**src/rtl/rsa_prime_pair_gen.sv**
```systemverilog
// rsa_prime_pair_gen: searches for two distinct odd probable primes p and q for RSA key
// generation by sequencing a shared external Miller-Rabin tester.
//
// Candidates start at the seed with the MSB and LSB forced to 1 and advance by 2. When
// the step overflows, the search wraps to 2^MBIT+1. The q search continues from the
// candidate after p, so q differs from p.
//
// Optional build macro: PRIME_GEN_SMALLDIV_EN. When it is defined, candidates divisible
// by 3, 5 or 7 are rejected locally in one cycle and are never sent to the tester. The
// p, q, tries and fail results are the same in both builds.
//
// Ports:
//   clk, rst      clock; asynchronous active-low reset
//   start, seed   begin a search (accepted in idle only); starting candidate
//   busy, done    search in progress (through the done cycle); one-cycle end pulse
//   fail          budget of MAX_TRIES candidates exhausted (valid with done, held)
//   p, q          result primes (valid with done when fail=0, held)
//   tries         candidates consumed in the current or last search
//   test_n        candidate presented to the tester, stable from issue through check
//   test_start    one-cycle tester issue strobe
//   test_busy     tester busy flag
//   test_isprime  tester verdict, valid once test_busy falls
module rsa_prime_pair_gen #(
  parameter int unsigned MBIT      = 63,
  parameter int unsigned MAX_TRIES = 1024
) (
  input  logic          clk,
  input  logic          rst,
  input  logic          start,
  input  logic [MBIT:0] seed,
  output logic          busy,
  output logic          done,
  output logic          fail,
  output logic [MBIT:0] p,
  output logic [MBIT:0] q,
  output logic [15:0]   tries,
  output logic [MBIT:0] test_n,
  output logic          test_start,
  input  logic          test_busy,
  input  logic          test_isprime
);

  localparam logic [MBIT:0] CandBase = {1'b1, {(MBIT - 1){1'b0}}, 1'b1};
  localparam logic [MBIT:0] CandStep = {{(MBIT - 1){1'b0}}, 2'b10};
  localparam logic [15:0]   MaxTries = 16'(MAX_TRIES);

  typedef enum logic [2:0] {StIdle, StIssue, StArm, StWait, StCheck, StDone} state_e;

  state_e        state_q, state_d;
  logic [MBIT:0] cand_q, cand_d;
  logic [MBIT:0] p_q, p_d;
  logic [MBIT:0] q_q, q_d;
  logic [15:0]   tries_q, tries_d;
  logic          fail_q, fail_d;
  logic          phase_q, phase_d;  // 0: searching for p, 1: searching for q
  logic          small_div;

  // Next odd candidate; an overflow that clears the MSB restarts at 2^MBIT+1.
  function automatic logic [MBIT:0] advance(input logic [MBIT:0] c);
    logic [MBIT:0] n;
    n = c + CandStep;
    if (!n[MBIT]) n = CandBase;
    return n;
  endfunction

`ifdef PRIME_GEN_SMALLDIV_EN
  localparam logic [MBIT:0] Div3 = {{(MBIT - 1){1'b0}}, 2'd3};
  localparam logic [MBIT:0] Div5 = {{(MBIT - 2){1'b0}}, 3'd5};
  localparam logic [MBIT:0] Div7 = {{(MBIT - 2){1'b0}}, 3'd7};
  assign small_div = ((cand_q % Div3) == '0) || ((cand_q % Div5) == '0) ||
                     ((cand_q % Div7) == '0);
`else
  assign small_div = 1'b0;
`endif

  always_ff @(posedge clk or negedge rst) begin
    if (!rst) begin
      state_q <= StIdle;
      cand_q  <= '0;
      p_q     <= '0;
      q_q     <= '0;
      tries_q <= '0;
      fail_q  <= 1'b0;
      phase_q <= 1'b0;
    end else begin
      state_q <= state_d;
      cand_q  <= cand_d;
      p_q     <= p_d;
      q_q     <= q_d;
      tries_q <= tries_d;
      fail_q  <= fail_d;
      phase_q <= phase_d;
    end
  end

  always_comb begin
    state_d    = state_q;
    cand_d     = cand_q;
    p_d        = p_q;
    q_d        = q_q;
    tries_d    = tries_q;
    fail_d     = fail_q;
    phase_d    = phase_q;
    test_start = 1'b0;
    case (state_q)
      StIdle: begin
        if (start) begin
          cand_d  = seed | CandBase;
          p_d     = '0;
          q_d     = '0;
          tries_d = '0;
          fail_d  = 1'b0;
          phase_d = 1'b0;
          state_d = StIssue;
        end
      end
      StIssue: begin
        // Budget is checked before issue so the tester never starts on an exhausted budget.
        if (tries_q == MaxTries) begin
          fail_d  = 1'b1;
          state_d = StDone;
        end else if (small_div) begin
          tries_d = tries_q + 16'd1;
          cand_d  = advance(cand_q);
        end else begin
          test_start = 1'b1;
          tries_d    = tries_q + 16'd1;
          state_d    = StArm;
        end
      end
      StArm: begin
        if (test_busy) state_d = StWait;
      end
      StWait: begin
        if (!test_busy) state_d = StCheck;
      end
      StCheck: begin
        if (test_isprime && phase_q) begin
          q_d     = cand_q;
          state_d = StDone;
        end else begin
          if (test_isprime) begin
            p_d     = cand_q;
            phase_d = 1'b1;
          end
          cand_d  = advance(cand_q);
          state_d = StIssue;
        end
      end
      StDone: state_d = StIdle;
      default: state_d = StIdle;
    endcase
  end

  assign busy   = (state_q != StIdle);
  assign done   = (state_q == StDone);
  assign fail   = fail_q;
  assign p      = p_q;
  assign q      = q_q;
  assign tries  = tries_q;
  assign test_n = (state_q inside {StIssue, StArm, StWait, StCheck}) ? cand_q : '0;

endmodule

```
**config.mk**
```make
export PLATFORM = sky130hd
export DESIGN_NAME = rsa_prime_pair_gen
export DESIGN_NICKNAME = d
export VERILOG_FILES = /design/src/rtl/rsa_prime_pair_gen.sv
export SDC_FILE = /design/constraint.sdc
export NUM_CORES = 1
export LEC_CHECK = 0
export BUFFER_PORTS_ARGS = -buffer_cell sky130_fd_sc_hd__buf_2
export CAP_MARGIN = 0
export CORE_MARGIN = 5
export CORE_UTILIZATION = 45
export CTS_BUF_LIST = sky130_fd_sc_hd__clkbuf_8
export CTS_CLUSTER_SIZE = 14
export DETAILED_ROUTE_END_ITERATION = 8
export GPL_TIMING_DRIVEN = 1
export PLACE_DENSITY = 0.72
export SLEW_MARGIN = 10
export SYNTH_ARGS = -nofsm -noshare
export SYNTH_HDL_FRONTEND = slang
export SYNTH_SLANG_ARGS = --single-unit
```
**constraint.sdc**
```tcl
create_clock -name clk -period 4.2 [get_ports clk]
set_clock_uncertainty 0.05 [all_clocks]
set_input_delay 0.21 -clock clk [delete_from_list [all_inputs] [get_ports clk]]
set_output_delay 0.21 -clock clk [all_outputs]
set_load 0.01 [all_outputs]
```
==> results.md <==
Synthesis:
- The post-synthesis cell type with the largest combined area is sky130_fd_sc_hd__dfrtp_1.
- The share of the Yosys chip area taken by registers is 50.0%.
- The area share of the leading cell type in the synthesized netlist is 50.0%.
- For this run, the number of Yosys warnings is 0.
- Averaged over all synthesized cells, the footprint is 8.60 um2.
- Among all flip-flop cells after synthesis, the most frequent one is sky130_fd_sc_hd__dfrtp_1.
- In the post-synthesis netlist, the biggest area contributors are sky130_fd_sc_hd__dfrtp_1 (50%), sky130_fd_sc_hd__nand2_1 (8.6%), sky130_fd_sc_hd__o21ai_0 (7.6%).
- Yosys instantiated no cell more often than sky130_fd_sc_hd__nand2_1.
- The number of enable-type register cells in the synthesized netlist is 0.
- The synthesized design contains between 200 and 250 register bits.
- The share of flip-flops with an asynchronous set or reset after synthesis is 100%.
- Ranked by instance count, the synthesized netlist is headed by sky130_fd_sc_hd__nand2_1 (245), sky130_fd_sc_hd__dfrtp_1 (213), sky130_fd_sc_hd__o21ai_0 (162).
- When the netlist entered floorplanning its net count stood at between 1000 and 1500.
- The post-synthesis cell type count is 58.
- The mapped cell area is 10700 um2.
- Counting every instance in the synthesized netlist gives 1241.

Die:
- The core footprint is 23400 um2.
- The initial cell density of the core is a little under half.
- The die is 164 um wide.
- The initialized floorplan defines 56 standard-cell rows.
- The area of the die is 26900 um2.
- The vertical extent of the die is 164 um.
- Pin placement for this block handled about 280 I/O pins.

Layout:
- The final net count is 1628.
- The area overhead of the layout relative to synthesis is 28.9%.
- Once layout is done, the placed cells without fillers occupy roughly 14000 um2.
- Cells with a size suffix above 1 make up 23.8% of the layout.

Worst hold path:
- In this run the worst hold path is classified as in2reg.

Clocking:
- The number of cells upsized or downsized after cts is 0.
- The H-tree was split into 2 levels.
- The cell sitting at the root of the clock tree is a sky130_fd_sc_hd__clkbuf_8.
- The clock passes through at most 3 buffers.
- For this design, the sink count on the clock tree is 213.
- The clock tree from TritonCTS is done.
- The latest clock arrival within the worst-skew pair is 530 ps.
- The number of clock buffers inserted by TritonCTS is 38.
- The cts-stage hold buffer count is 63.
- The clock slew at the register clock pins of the worst setup and hold paths is 70 ps.
- After clock tree synthesis, the setup repair step added 0 buffers.

Detailed routing:
- The per-cell routed wire length is ~18 um.
- The detailed-route wire length is 34400 um.
- The count of routing violations after the opening detailed-route iteration is 965.
- After detailed routing, the number of vias per cell comes to 5.54.
- The post-route antenna net violation count is 0.
- The total DRC errors in the routed layout is 0.
- The final route contains 10500 vias.
- The first detailed-routing pass ran for 7 iterations.

Critical path:
- Of all nets on the critical path, the largest fanout is 34.
- The element type at the critical path start is a register.
- The kind of critical path is reg2reg.
- At the worst endpoint, the arrival time is 3610 ps.
- At the worst endpoint, the required time is 4560 ps.
- The worst setup path is captured at a register.
- The reg-to-reg setup timing slack is 950 ps.

Place:
- The final weighted congestion in routability-driven placement is 0.891.
- The port buffer count is 278.
- The placed instances occupy a cell area of 12400 um2.
- The HPWL after detailed placement is 23200 um.
- The worst setup slack before clock tree synthesis is 948 ps.

STA:
- Setup repair after global routing left no endpoint under its margin.
- Static timing analysis puts the maximum clock frequency at 0.307 GHz.
- The total setup violations reported at the end of the flow is 0.
- The final critical path takes up 77.5% of the cycle.
- The max-slew headroom at the worst pin is between 30 and 40%.
- The count of pins over their slew limit is 0.
- The total count of hold-check failures in the final report is 0.
- Setup slack on the critical path of the routed design comes to 945 ps.
- The post-route worst hold slack is 20.3 ps.
- At the pin with the least slew margin, the transition time is a little over 900 ps.
- The sum of negative setup slack is 0 ps.
- The worst path in the final design needs a cycle of 3250 ps, including I/O delays and setup.

Power:
- The worst voltage drop across the vdd grid is 0.488 mV.
- In this run the static leakage power is ~6.6 nW.
- The power density normalized to cell area is about 590 nW/um2.
- Summing internal, switching and leakage power gives 0.00811 W.

Global route:
- The wire length of the first global-routing pass is 54900 um.
- For this run, the total global-route usage over all layers was measured as 25.1%.
- The number of antenna violations at the first check in global routing came to 4.
- The number of global-route vias before repair is just over 10000.
- The total overflow reported by the global router is 0.
- The maximum number of pins on one net before global-route repair is 117.

Run status:
- The flow ran to the end, and the final reports show no timing, DRC or antenna violations.

Job:
- Max-cap violations in this run came to 0.
-- layout by cell type, fill, tap and decap left out, types with 5 or more instances in the layout --
cell	netlist	layout
sky130_fd_sc_hd__buf_2	10	277
sky130_fd_sc_hd__nand2_1	245	244
sky130_fd_sc_hd__dfrtp_1	213	213
sky130_fd_sc_hd__o21ai_0	162	160
sky130_fd_sc_hd__nand3_1	74	74
sky130_fd_sc_hd__and2_1	70	70
sky130_fd_sc_hd__dlygate4sd3_1	0	63
sky130_fd_sc_hd__nor2_1	59	57
sky130_fd_sc_hd__clkbuf_8	0	50
sky130_fd_sc_hd__inv_1	37	47
sky130_fd_sc_hd__a21oi_1	42	42
sky130_fd_sc_hd__and3_1	27	27
sky130_fd_sc_hd__nand4_1	27	27
sky130_fd_sc_hd__buf_4	2	20
sky130_fd_sc_hd__nor3_1	20	19
sky130_fd_sc_hd__or4_1	18	18
sky130_fd_sc_hd__a22oi_1	18	18
sky130_fd_sc_hd__o22ai_1	15	15
sky130_fd_sc_hd__nor4_1	9	9
sky130_fd_sc_hd__or3_1	8	8
sky130_fd_sc_hd__and4_1	7	7
sky130_fd_sc_hd__a22o_1	7	7
sky130_fd_sc_hd__a32oi_1	7	7
sky130_fd_sc_hd__o2bb2ai_1	7	7
sky130_fd_sc_hd__or2_2	6	6
sky130_fd_sc_hd__xor2_1	6	6
sky130_fd_sc_hd__xnor2_1	6	5
sky130_fd_sc_hd__o211ai_1	5	5
-- kinds of logic after synthesis --
family	after synthesis	synth area share, %
AOI/OAI and AO/OA	292	16.3
xor gates and xnor gates	12	0.985
adders and majority gates	4	0.469
buffers and inverters	127	4.73
DFF	213	50.0
muxes	5	0.493
and+or+nand+nor	588	27.1
-- sequential cells by signal, indices dropped and copies added, names as in the netlist --
register  flops
state_q       3
phase_q       1
tries        16
q            64
p            64
fail          1
cand_q       64
-- power by group --
group	internal, W	leakage [nW]	switching, W
sequential	0.00249	2.85	0.000755
combinational	0.00117	3.32	0.00179
clock	0.00105	0.421	0.000850
-- per-layer routing --
layer,share of wire [%],vias to the layer above,GRT usage (%)
met3,7.3,57,5.19
met4,1.8,2,6.40
met5,0.020,-,0
met2,47,406,40.7
li1,-,4979,-
met1,44,5067,34.7
-- metrics by stage --
step	utilization [%]	instances
floorplan	-	1241
detailed placement	52.9	1771
CTS	58.7	1896
finish	58.7	1899
global placement	52.9	1771
global route	58.7	1899
-- worst paths after layout --
kind	endpoint	cells past startpoint	from
setup / recovery	cand_q[10]$_DFFE_PN0P_	8	cand_q[11]$_DFFE_PN0P_
hold / removal	cand_q[57]$_DFFE_PN0P_	4	seed[57]
setup reg to reg	cand_q[10]$_DFFE_PN0P_	8	cand_q[11]$_DFFE_PN0P_
hold reg to reg	p[55]$_DFFE_PN0P_	2	p[55]$_DFFE_PN0P_
max in group asynchronous	q[13]$_DFFE_PN0P_	3	rst
min in group asynchronous	q[5]$_DFFE_PN0P_	2	rst
-- critical path, stage by stage, from the launching register on --
cell	delay [ps]
sky130_fd_sc_hd__dfrtp_1	480
sky130_fd_sc_hd__nand4_2	210
sky130_fd_sc_hd__or4_1	580
sky130_fd_sc_hd__and4bb_1	410
sky130_fd_sc_hd__and2_1	310
sky130_fd_sc_hd__mux2_2	460
sky130_fd_sc_hd__buf_12	200
sky130_fd_sc_hd__a32o_1	260
sky130_fd_sc_hd__a22o_1	170
-- cell type report --
class,instances,area [um2]
antenna,3,7.51
clock buffer,50,688
clock inverter,12,47.5
fill,2138,9660
inverter,37,139
multi-input combinational,901,4890
sequential,213,5330
tap,319,399
timing repair buffer,364,2240
No activity file was read; power rests on OpenSTA's default activity.
